### config.mk
export PLATFORM = sky130hd
export DESIGN_NAME = sync_fifo_param
export DESIGN_NICKNAME = d
export VERILOG_FILES = /design/src/rtl/sync_fifo_param.sv
export SDC_FILE = /design/constraint.sdc
export NUM_CORES = 1
export LEC_CHECK = 0
export CAP_MARGIN = 20
export CELL_PAD_IN_SITES_DETAIL_PLACEMENT = 1
export CELL_PAD_IN_SITES_GLOBAL_PLACEMENT = 1
export CORE_MARGIN = 2
export CORE_UTILIZATION = 55
export CTS_CLUSTER_SIZE = 8
export DETAILED_ROUTE_END_ITERATION = 16
export PLACE_DENSITY_LB_ADDON = 0.1
export SETUP_SLACK_MARGIN = 0.05
export SLEW_MARGIN = 15
export SYNTH_ARGS = -nofsm -noshare
export SYNTH_HDL_FRONTEND = slang
export SYNTH_SLANG_ARGS = --single-unit
### constraint.sdc
create_clock -name clk -period 4.95 [get_ports clk]
set_input_delay 0.99 -clock clk [delete_from_list [all_inputs] [get_ports clk]]
set_output_delay 0.99 -clock clk [all_outputs]
set_load 0.01 [all_outputs]
### src/rtl/sync_fifo_param.sv
// Single-clock FIFO with registered ack/err handshakes, programmable thresholds and occupancy count.
// Optional high-water mark (peak, peak_clr) is built when SYNC_FIFO_PEAK_EN is defined.
module sync_fifo_param #(
    parameter int WIDTH     = 8,
    parameter int DEPTH     = 16,
    parameter int AF_THRESH = 15,
    parameter int AE_THRESH = 1
) (
    input  logic                     clk,
    input  logic                     clear,
    input  logic [WIDTH-1:0]         din,
    input  logic                     wr_en,
    input  logic                     rd_en,
`ifdef SYNC_FIFO_PEAK_EN
    input  logic                     peak_clr,
    output logic [$clog2(DEPTH):0]   peak,
`endif
    output logic [WIDTH-1:0]         dout,
    output logic                     wr_ack,
    output logic                     wr_err,
    output logic                     rd_ack,
    output logic                     rd_err,
    output logic                     full,
    output logic                     almost_full,
    output logic                     empty,
    output logic                     almost_empty,
    output logic [$clog2(DEPTH):0]   count
);
    localparam int AW = $clog2(DEPTH);
    localparam int CW = AW + 1;
    localparam logic [CW-1:0] DEPTH_C = CW'(DEPTH);
    localparam logic [CW-1:0] AF_C    = CW'(AF_THRESH);
    localparam logic [CW-1:0] AE_C    = CW'(AE_THRESH);

    logic [WIDTH-1:0] mem [DEPTH];
    logic [AW-1:0]    wptr, rptr;
    logic [CW-1:0]    count_nxt;
    logic             wr_ok, rd_ok;

    // Acceptance looks only at the registered count, so both-at-boundary cases fall out naturally.
    assign wr_ok = wr_en && (count != DEPTH_C);
    assign rd_ok = rd_en && (count != '0);

    always_comb begin
        count_nxt = count;
        if (wr_ok && !rd_ok)
            count_nxt = count + 1'b1;
        else if (!wr_ok && rd_ok)
            count_nxt = count - 1'b1;
    end

    always_ff @(posedge clk) begin
        if (!clear && wr_ok)
            mem[wptr] <= din;
    end

    always_ff @(posedge clk) begin
        if (clear) begin
            wptr   <= '0;
            rptr   <= '0;
            count  <= '0;
            dout   <= '0;
            wr_ack <= 1'b0;
            wr_err <= 1'b0;
            rd_ack <= 1'b0;
            rd_err <= 1'b0;
        end else begin
            count  <= count_nxt;
            wr_ack <= wr_ok;
            wr_err <= wr_en && !wr_ok;
            rd_ack <= rd_ok;
            rd_err <= rd_en && !rd_ok;
            if (wr_ok)
                wptr <= wptr + 1'b1;
            if (rd_ok) begin
                dout <= mem[rptr];
                rptr <= rptr + 1'b1;
            end
        end
    end

    assign full         = (count == DEPTH_C);
    assign almost_full  = (count >= AF_C);
    assign empty        = (count == '0);
    assign almost_empty = (count <= AE_C);

`ifdef SYNC_FIFO_PEAK_EN
    // peak_clr wins over the max update so software can re-arm the mark at the current level.
    always_ff @(posedge clk) begin
        if (clear)
            peak <= '0;
        else if (peak_clr)
            peak <= count_nxt;
        else if (count_nxt > peak)
            peak <= count_nxt;
    end
`else
    // default build carries no high-water tracking
`endif

endmodule

=== After elaboration in Yosys (flattened, before gate mapping) ===
Memory sizes are Yosys's and may differ from the RTL's. A register that Yosys moved wholly into a read port is not among the register bits.
Cells that the tools add are included.

* Flip-flop bits (word level): 17
* RAM bits: 128
* Output and inout port bits: 21
* Word-level logic and storage cells: 33
* Memories: 1

{| class="wikitable"
|+ Memory list
! memory !! depth !! width !! rd ports !! clocked after Yosys merged registers in !! wr ports !! RTL line !! RTL
|-
| mem || 16 || 8 || 1 || 1 || 1 || 35 || <nowiki>logic [WIDTH-1:0] mem [DEPTH];</nowiki>
|}

* Add/sub/neg operators: 4
* Magnitude comparators: 2
* Eq/ne operators: 2
* Muxes and demuxes: 4
* Reductions and logical operators: 13

{| class="wikitable"
|+ Operators by type and width
! operator !! count
|-
| 2-to-1 mux 5 bit || 2
|-
| adder 4 x 1 -> 4 bit (second input constant) || 2
|-
| logical AND 1 bit || 7
|-
| adder 5 x 1 -> 5 bit (second input constant) || 1
|-
| equality test 5 bit (second input constant) || 1
|-
| >= comparator 5 x 4 -> 1 bit (second input constant) || 1
|-
| less-or-equal comparator 5 x 1 -> 1 bit (second input constant) || 1
|-
| logical NOT 5 bit || 1
|-
| != test 5 bit (second input constant) || 1
|-
| nonzero test 5 bit || 1
|-
| subtractor 5 x 1 -> 5 bit (second input constant) || 1
|-
| logical NOT 1 bit || 3
|-
| 2-to-1 mux 1 bit || 2
|-
| nonzero test 2 bit || 1
|}

=== Longest topological paths before layout ===
Gate-level depths: netlist of the first run.

* Depth in word-level cells: 6
* Gate-level depth with buffers: 12
* Depth with buffers taken out: 10

=== Least setup slack after synthesis of the first run ===
Ideal clock, no wire load.

* Kind: flip-flop to flip-flop
* Start: register count[0]
* End: register count[3]
* Arrival: 2.383 ns
* Path slack: 2.439 ns
* Stages on the path, launching flop included: 13
* Cell sequence: dfxtp_1 -> inv_1 -> ha_1 -> or4b_4 -> buf_6 -> nand2_8 -> buf_4 -> ha_1 -> clkbuf_1 -> or4_1 -> a21oi_1 -> xnor2_1 -> nor2_1

* Word-level cells in the longest chain between the ends: 5
* Elaborated cells on any way between the ends: 13

{| class="wikitable"
|+ Ends and longest elaborated chain
! item !! RTL line !! RTL
|-
| from (decl) || 27 || <nowiki>output logic [$clog2(DEPTH):0] count</nowiki>
|-
| from (signal assigned) || 68 || <nowiki>count <= count_nxt;</nowiki>
|-
| parallel branches: the longest is 5 deep, another holds subtractor 5 x 1 -> 5 bit || - ||
|}

Several ways; the timed one is not identified. The select of a mux whose other input is x is not followed.
A chain may end at the register's enable or synchronous reset.

=== Final worst setup path of the first run ===
* Start: register count[0]
* End: output empty

* Word-level cells in the longest chain between the ends: 1

{| class="wikitable"
|+ Ends and longest elaborated chain
! item !! RTL line !! RTL
|-
| logical NOT 5 bit || 84 || <nowiki>assign empty = (count == '0);</nowiki>
|-
| to (decl) || 25 || <nowiki>output logic empty,</nowiki>
|}

Every way passes these cells.

==> summary.txt, run 1 <==
Global routing
  – First-pass GRT wire length: 20,700 um
  – Initial antenna violation count: 0
  – Vias in the first global route: 3,397
  – GRT Total Usage: 0.252
  – Gr ovfl total: 0
  – Pin count of the biggest net entering global routing: 35

Status
  – Status: completed

CTS
  – CTS tree: yes
  – CTS Hold Bufs: 0
  – CTS H-tree depth: 4
  – PostCTS Resize Cnt: 0
  – Clk_lat worst skew: 0.42 ns
  – CTS Buf Count: 17
  – CTS Sinks: 153
  – Worst-path clk slew: 0.06 ns
  – Root cell of the clock tree: clkbuf_16
  – CTS max path bufs: 2
  – Postcts setup bufs: 0

Setup path
  – Worst Path Max Fanout: 8
  – R2r endpoint: mem[6][2]
  – Worst Path Required: 3.96 ns
  – R2R Path Start: count[0]
  – Critical path type: flip-flop to primary output
  – Arrival time at the worst endpoint: 2.33 ns
  – Startpoint type of the worst setup path: flip-flop
  – R2r setup slk: 2.24 ns
  – R2R cell count: 6
  – Worst setup EP type: primary output

Synthesis
  – Synthesized area: 0.00619 mm2
  – #FFs+latches synth: 153
  – Yosys warns: 0
  – Register area share after synthesis: 0.701
  – Post-Syn Nets: 366
  – Avg Inst Size Synth: 18.1 um2
  – Post-synthesis cell count: 343
  – Synth area leader: edfxtp_1
  – Netlist cell types: 37
  – Top-area cell type share of the netlist area: 0.621
  – Ranking of synthesized cells by area: edfxtp_1 62%, mux4_2 12%, dfxtp_1 8.1%, mux2i_1 2.7%, ha_1 2.2%

Die
  – Core Rows: 38
  – Number of I/O pins: 33
  – Die area: 0.0121 mm2
  – DIE WIDTH: 110 um
  – Initial Util: 0.566
  – Core footprint: 0.0109 mm2
  – Die Ht: 110 um

Drt
  – Avg WL per Cell: 25.4 um
  – Routed wire length: 13,600 um
  – Detail-routed via count per cell: 6.10
  – Final ANT Viol Nets: 0
  – Iteration-0 DRC Markers: 300
  – Remaining DRCs: 0
  – Vias post-DR: 3,255
  – DRT Pass-1 Iters: 5

Cells and area
  – Layout area overhead: 18.0%
  – Layout cells sized above 1: 0.213
  – Post-layout nets: 404
  – Filler cell count in the final layout: 919
  – Antenna Cells: 0

Timing
  – RSZ-0062 raised after global routing: false
  – Final setup viols: 0
  – Fin worst setup slack: 1.63 ns
  – Clock Skews: 0.00733 ns
  – Slew headroom: 0.480
  – Period utilization: 0.670
  – Max Freq: 301 MHz
  – Final Critical Period: 3.32 ns
  – Worst Tran Pin Value: 0.777 ns
  – Final count of pins violating max slew: 0
  – Final Hold Viols: 0
  – Final setup TNS: 0 ns

Pwr
  – Power Dens Cells: 514 mW/mm2
  – Overall Power: 3.75 mW
  – Worst vdd ir: 0.000357 V
  – Leak pwr: 2.38 nW

Placement
  – Post-detail-place hpwl: 8810 um
  – Placer Congestion: 0.766
  – DP Worst Slack: 1.75 ns
  – Buffers on Ports: 32

Hold path
  – Hold path depth: 2
  – Hold Crit Start: dout[7]
  – Min-Delay Endpoint: dout[7]
  – Worst hold path type: flip-flop to flip-flop

Run
  – Max-cap violation count: 0
-- power breakdown --
part / internal [mW] / total (mW) / switching (mW)
Clock: 0.993 / 1.49 / 0.495
Sequential: 1.47 / 1.56 / 0.0915
Combinational: 0.349 / 0.709 / 0.359
Total: 2.81 / 3.75 / 0.946
-- sequential cells by signal, indices dropped and copies added, names as in the netlist --
register	count
rd_err	1
wptr	4
rptr	4
wr_err	1
count	5
dout	8
rd_ack	1
wr_ack	1
mem	128
-- stage by stage --
stage	hold slack (ns)	utilization	cell area, um2	cells
3_3_place_gp	0.501	0.606	6630	502
5_1_grt	0.547	0.668	7310	534
4_1_cts	0.524	0.668	7310	534
6_report	0.530	0.668	7310	534
2_1_floorplan	0.477	-	6190	343
3_5_place_dp	0.511	0.606	6630	502
-- how the worst max path moves through the flow --
stage                     startpoint         end  slack (ns)
after floorplan             count[0]    count[3]        2.44
after global placement         clear   mem[9][0]        1.88
after detailed placement       clear  mem[11][2]        1.75
after CTS                   count[0]       empty        1.60
after global routing        count[0]       empty        1.50
final                       count[0]       empty        1.63
-- layer usage --
| metal | wire length (um) | vias up | part of all wire | track usage |
|---|---|---|---|---|
| met2 | 6590 | 137 | 0.49 | 0.381 |
| met4 | 237 | 0 | 0.017 | 0.0795 |
| li1 | - | 1430 | - | - |
| met5 | 0 | - | 0 | 0 |
| met1 | 5680 | 1667 | 0.42 | 0.355 |
| met3 | 1060 | 21 | 0.078 | 0.0764 |
-- cells in the mapped netlist --
library cell,n
a21oi_1,9
a32oi_1,1
and3_1,2
and3b_1,1
buf_1,2
buf_12,1
buf_2,6
buf_4,2
buf_6,2
clkbuf_1,8
dfxtp_1,25
edfxtp_1,128
ha_1,11
inv_1,9
mux2i_1,17
mux4_2,32
nand2_1,9
nand2_8,1
nand2b_1,2
nand3_1,6
nand3b_1,8
nand4_1,2
nand4b_2,1
nand4bb_1,1
nor2_1,25
nor3_1,4
nor3b_1,2
nor4_1,1
o21ai_0,3
o221ai_2,8
or2_2,1
or3_1,2
or3_4,1
or4_1,1
or4b_4,1
xnor2_1,2
xor2_1,6
-- cell usage in the layout (no fill, tap or decap), drive strengths merged, types with 4 or more instances in the layout --
master / instances
edfxtp: 128
mux4: 32
clkdlybuf4s50: 32
nor2: 25
dfxtp: 25
clkbuf: 19
mux2i: 17
ha: 11
nand2: 10
inv: 9
a21oi: 9
nand3b: 8
o221ai: 8
buf: 8
bufinv: 7
xor2: 6
nand3: 6
nor3: 4
-- cell families (layout without fill, tap and decap cells) --
family,after synthesis,count (layout),synth area share
muxes,49,49,0.144
buffers and inverters,30,81,0.0257
and+or+nand+nor,71,71,0.0650
DFF,153,153,0.701
AOI/OAI and AO/OA,21,21,0.0305
xor gates and xnor gates,8,8,0.0113
adders and majority gates,11,11,0.0222
-- final cells by class --
type / instances / area [um2] / share of cell area
timing repair buffer: 40 / 380 / 0.0521
sequential: 153 / 4350 / 0.595
inverter: 9 / 33.8 / 0.00462
clock buffer: 19 / 433 / 0.0592
multi-input combinational: 160 / 1690 / 0.231
clock inverter: 13 / 249 / 0.0341
tap: 140 / 175 / 0.0240
-- worst max-delay path, cell delays in order (launching register included) --
cell and delay [ns]:
dfxtp_1 0.40, inv_1 0.15, ha_1 0.18, or4b_4 0.56, inv_1 0.08, clkdlybuf4s50_1 0.53
Power figures use the tool's default switching activity.
==> run 2: changes to the inputs <==
--- a/config.mk
+++ b/config.mk
@@ -9,7 +9,7 @@
 export CELL_PAD_IN_SITES_DETAIL_PLACEMENT = 1
 export CELL_PAD_IN_SITES_GLOBAL_PLACEMENT = 1
 export CORE_MARGIN = 2
-export CORE_UTILIZATION = 55
+export CORE_UTILIZATION = 46
 export CTS_CLUSTER_SIZE = 8
 export DETAILED_ROUTE_END_ITERATION = 16
 export PLACE_DENSITY_LB_ADDON = 0.1
==> constraint.sdc (replaced) <==
create_clock -name clk -period 2.7 [get_ports clk]
set_input_delay 0.54 -clock clk [delete_from_list [all_inputs] [get_ports clk]]
set_output_delay 0.54 -clock clk [all_outputs]
set_load 0.01 [all_outputs]
==> summary.txt, run 2 (same netlist as run 1, synthesis figures left out) <==
Timing
  – RSZ-0062 raised after global routing: true
  – Final count of pins violating max slew: 0
  – Max Freq: 399 MHz
  – Final Hold Viols: 0
  – Clock Skews: 0.0134 ns
  – Slew headroom: 0.556
  – Fin worst setup slack: 0.194 ns
  – Worst Tran Pin Value: 0.665 ns
  – Final setup viols: 0
  – Period utilization: 0.928
  – Final setup TNS: 0 ns
  – Final Critical Period: 2.51 ns

Setup path
  – Critical path type: flip-flop to primary output
  – Worst Path Required: 2.16 ns
  – Arrival time at the worst endpoint: 1.97 ns
  – Worst setup EP type: primary output
  – CP most frequent cell: ha_1
  – Cell family with most CP delay: buffers and inverters
  – Crit-path max cell delay: 0.47 ns
  – CP max-delay cell: clkdlybuf4s50_1
  – Startpoint type of the worst setup path: flip-flop
  – Worst Path Max Fanout: 8
  – Crit path buf inv count: 1
  – Worst-path cell chain: ha_1, and3_1, ha_1, nor2_1, nand2_1, clkdlybuf4s50_1

CTS
  – Worst-path clk slew: 0.06 ns
  – CTS max path bufs: 2
  – CTS H-tree depth: 4
  – CTS tree: yes
  – Root cell of the clock tree: clkbuf_16
  – Clk_lat worst skew: 0.42 ns
  – CTS Sinks: 153
  – CTS Hold Bufs: 0
  – CTS Buf Count: 17

Drt
  – Remaining DRCs: 0
  – Routed wire length: 13,100 um
  – Final ANT Viol Nets: 0
  – Vias post-DR: 3,151
  – Iteration-0 DRC Markers: 192
  – Detail-routed via count per cell: 5.33
  – Avg WL per Cell: 22.2 um
  – DRT Pass-1 Iters: 5

Die
  – Initial Util: 0.470
  – Die area: 0.0144 mm2
  – Core Rows: 42
  – Die Ht: 120 um
  – DIE WIDTH: 120 um
  – Core footprint: 0.0132 mm2
  – Number of I/O pins: 33

Cells and area
  – Most common cell after layout, fill and taps aside: edfxtp_1
  – Layout cells sized above 1: 0.253
  – Filler cell count in the final layout: 1,210
  – Most flops, register: mem
  – Commonest cells after routing, fill and taps aside: 128 x edfxtp_1, 32 x mux4_2, 31 x clkdlybuf4s50_1
  – Layout area overhead: 18.8%
  – Antenna Cells: 0
  – Post-layout nets: 425
  – Largest registers: mem: 128 flops, dout: 8 flops, count: 5 flops
  – Max reg flops: 128

Run
  – Max-cap violation count: 0

Global routing
  – Initial antenna violation count: 0
  – Gr ovfl total: 0
  – GRT Total Usage: 0.200
  – Pin count of the biggest net entering global routing: 27
  – First-pass GRT wire length: 20,400 um
  – Vias in the first global route: 3,464

Pwr
  – Worst vdd ir: 0.000615 V
  – Leak pwr: 2.43 nW
  – Power Dens Cells: 859 mW/mm2

Placement
  – Placer Congestion: 0.741
  – Buffers on Ports: 32
  – Post-detail-place hpwl: 8570 um
  – DP Worst Slack: 0.297 ns

Status
  – Status: completed

Hold path
  – Worst hold path type: flip-flop to flip-flop
-- run 2: changes by cell type in the layout (fill, tap and decap cells not counted), moves of 2 or more --
cell,before,now
dfxtp_1,24,22
bufinv_16,7,1
clkbuf_1,2,4
dfxtp_2,1,3
clkinv_2,2,5
buf_4,8,29
clkinv_1,0,2
-- run 2: report_power, final --
group          internal (mW)  total, mW  switching [mW]
combinational          0.680       1.31           0.635
clock                   1.25       2.15           0.896
sequential              2.69       2.86           0.170
-- run 2: area by class of cell --
class	count	area, um2	area share
sequential	153	4350	0.591
multi-input combinational	160	1700	0.230
timing repair buffer	61	537	0.0729
clock buffer	21	440	0.0598
tap	176	220	0.0299
clock inverter	11	85.1	0.0116
inverter	9	33.8	0.00459
-- run 2: final timing paths --
check | from | endpoint | slack [ns] | depth (start not counted)
hold / removal | wptr[1] | wptr[1] | 0.54 | 2
setup / recovery | count[0] | almost_full | 0.19 | 6
setup reg to reg | count[0] | count[2] | 0.32 | 8
hold reg to reg | wptr[1] | wptr[1] | 0.54 | 2
-- run 2: worst min-delay path, cell delays in order, from the launching register on --
cell     delay, ns
dfxtp_1       0.36
nand2_1       0.08
a21oi_1       0.05
-- run 2: metal layers --
layer	global-route usage	share of wire
met5	0	0
met4	0.0662	0.011
met3	0.0580	0.045
met2	0.328	0.51
met1	0.257	0.44
-- run 2: what timing repair did --
item / 4_1_cts / 5_1_grt
buffers inserted: 1 / 0
gates resized for setup: 3 / 2
endpoints found under the setup margin: 1 / 2
cloned: 0 / 0
-- run 2: per-stage QoR --
stage          area (um2)  std cells  hold WS (ns)   util  power (mW)
5_1_grt              7360        591         0.566  0.558        6.60
3_3_place_gp         6820        558         0.515  0.517        4.19
4_1_cts              7350        591         0.535  0.557        6.38
3_5_place_dp         6820        558         0.528  0.517        4.22
6_report             7360        591         0.535  0.558        6.32
2_1_floorplan        6190        343         0.477      -        3.74
==> run 3: changes to the inputs <==
--- a/config.mk
+++ b/config.mk
@@ -12,8 +12,10 @@
 export CORE_UTILIZATION = 46
 export CTS_CLUSTER_SIZE = 8
 export DETAILED_ROUTE_END_ITERATION = 16
+export GPL_TIMING_DRIVEN = 0
 export PLACE_DENSITY_LB_ADDON = 0.1
 export SETUP_SLACK_MARGIN = 0.05
+export SKIP_CTS_REPAIR_TIMING = 1
 export SLEW_MARGIN = 15
 export SYNTH_ARGS = -nofsm -noshare
 export SYNTH_HDL_FRONTEND = slang
==> summary.txt, run 3 (same netlist as run 1, synthesis figures left out) <==
Status
  – Status: completed

Setup path
  – Worst Path Max Fanout: 8
  – Startpoint type of the worst setup path: flip-flop
  – Worst Path Required: 2.16 ns
  – R2R cell count: 9
  – Worst-path cell chain: ha_1, and3_1, ha_1, nor2_1, nand2_1, clkdlybuf4s50_1
  – CP max-delay cell: clkdlybuf4s50_1
  – CP most frequent cell: ha_1
  – Crit-path max cell delay: 0.47 ns
  – R2r endpoint: count[2]
  – Worst setup endpoint: almost_full
  – Critical path type: flip-flop to primary output
  – R2R Path Start: count[1]
  – Worst setup startpoint: count[0]
  – R2r setup slk: 0.21 ns
  – Arrival time at the worst endpoint: 1.97 ns
  – Worst setup EP type: primary output

Timing
  – Final Critical Period: 2.51 ns
  – Hold slack: 0.528 ns
  – RSZ-0062 raised after global routing: false
  – Period utilization: 0.928
  – Slew headroom: 0.419
  – Worst Tran Pin Value: 0.872 ns
  – Final Hold Viols: 0
  – Max Freq: 399 MHz
  – Clock Skews: 0.0101 ns
  – Final count of pins violating max slew: 0
  – Final setup viols: 0

Die
  – Die Ht: 120 um
  – Die area: 0.0144 mm2
  – Number of I/O pins: 33
  – Core footprint: 0.0132 mm2
  – Initial Util: 0.470
  – DIE WIDTH: 120 um
  – Core Rows: 42

CTS
  – CTS max path bufs: 2
  – CTS tree: yes
  – CTS H-tree depth: 4
  – Clk_lat worst skew: 0.42 ns
  – CTS Buf Count: 17
  – Root cell of the clock tree: clkbuf_16
  – Worst-path clk slew: 0.06 ns
  – CTS Sinks: 153

Drt
  – Routed wire length: 13,400 um
  – Avg WL per Cell: 23.0 um
  – DRT Pass-1 Iters: 4
  – Detail-routed via count per cell: 5.48
  – Remaining DRCs: 0
  – Iteration-0 DRC Markers: 267
  – Final ANT Viol Nets: 0
  – Vias post-DR: 3,208

Global routing
  – First-pass GRT wire length: 20,500 um
  – Gr ovfl total: 0
  – Pin count of the biggest net entering global routing: 17
  – Initial antenna violation count: 0
  – Vias in the first global route: 3,394
  – GRT Total Usage: 0.202

Cells and area
  – Most common cell after layout, fill and taps aside: edfxtp_1
  – Layout area overhead: 19.2%
  – Commonest cells after routing, fill and taps aside: 128 x edfxtp_1, 32 x mux4_2, 31 x clkdlybuf4s50_1
  – Max reg flops: 128
  – Antenna Cells: 0
  – Post-layout nets: 419
  – Layout cells sized above 1: 0.271
  – Post-Layout Cell Count: 585
  – Final core utilization: 0.560
  – Largest registers: mem: 128 flops, dout: 8 flops, count: 5 flops
  – Most flops, register: mem
  – Final Cell Area: 0.00738 mm2

Pwr
  – Leak pwr: 2.41 nW
  – Power Dens Cells: 881 mW/mm2
  – Worst vdd ir: 0.000442 V

Placement
  – Placed cells: 555
  – Buffers on Ports: 32
  – Post-detail-place hpwl: 8870 um
  – Placer Congestion: 0.721
  – Cell Area, Placed: 0.00678 mm2

Run
  – Max-cap violation count: 0

Hold path
  – Hold path depth: 2
  – Worst hold path type: flip-flop to flip-flop
==> run 3: changes by cell type in the layout (fill, tap and decap cells not counted), moves of 2 or more <==
cell	before	now
buf_1	0	2
buf_2	0	6
buf_4	29	6
buf_6	0	2
clkbuf_1	4	8
nor2_1	25	13
nor2_2	0	12
nor3_1	4	0
nor3_2	0	4
==> run 3: metal layers <==
metal	track usage	vias to the layer above	wire, um
met5	0	-	0
met4	0.0860	0	200
met3	0.0390	14	496
met2	0.318	54	6590
met1	0.276	1685	6150
li1	-	1455	-
==> run 3: layout make-up <==
type | count | area (um2)
fill | 1202 | 5810
sequential | 153 | 4350
multi-input combinational | 160 | 1750
clock buffer | 19 | 433
timing repair buffer | 36 | 353
tap | 176 | 220
clock inverter | 13 | 129
buffer | 19 | 118
inverter | 9 | 33.8
==> run 3: how the worst min path moves through the flow <==
stage,start,to,slack (ns)
6_report,wptr[1],wptr[1],0.53
2_1_floorplan,wptr[1],wptr[1],0.48
3_3_place_gp,rptr[3],rptr[3],0.50
3_5_place_dp,dout[1],dout[1],0.52
5_1_grt,dout[1],dout[1],0.54
4_1_cts,wptr[1],wptr[1],0.53
==> run 3: stage by stage <==
| step | setup TNS, ns | setup WS (ns) | power (mW) |
|---|---|---|---|
| 5_1_grt | 0 | 0.0607 | 6.75 |
| 4_1_cts | -22.03 | -0.324 | 6.55 |
| 6_report | 0 | 0.193 | 6.50 |
| 2_1_floorplan | 0 | 0.189 | 3.74 |
| 3_3_place_gp | -43.10 | -0.781 | 4.23 |
| 3_5_place_dp | -24.28 | -0.286 | 4.28 |
==> run 3: worst max-delay path, delay by kind of cell (launching register included) <==
family	cells	cell delay, ns
fa+ha+maj	2	0.39
buf+inv	1	0.47
flops	1	0.37
simple gates	3	0.32
==> run 3: where the power goes <==
part	switching [mW]	leakage, nW	internal [mW]	total [mW]
combinational	0.728	0.783	0.707	1.43
sequential	0.0965	1.36	2.69	2.78
clock	0.930	0.270	1.35	2.28
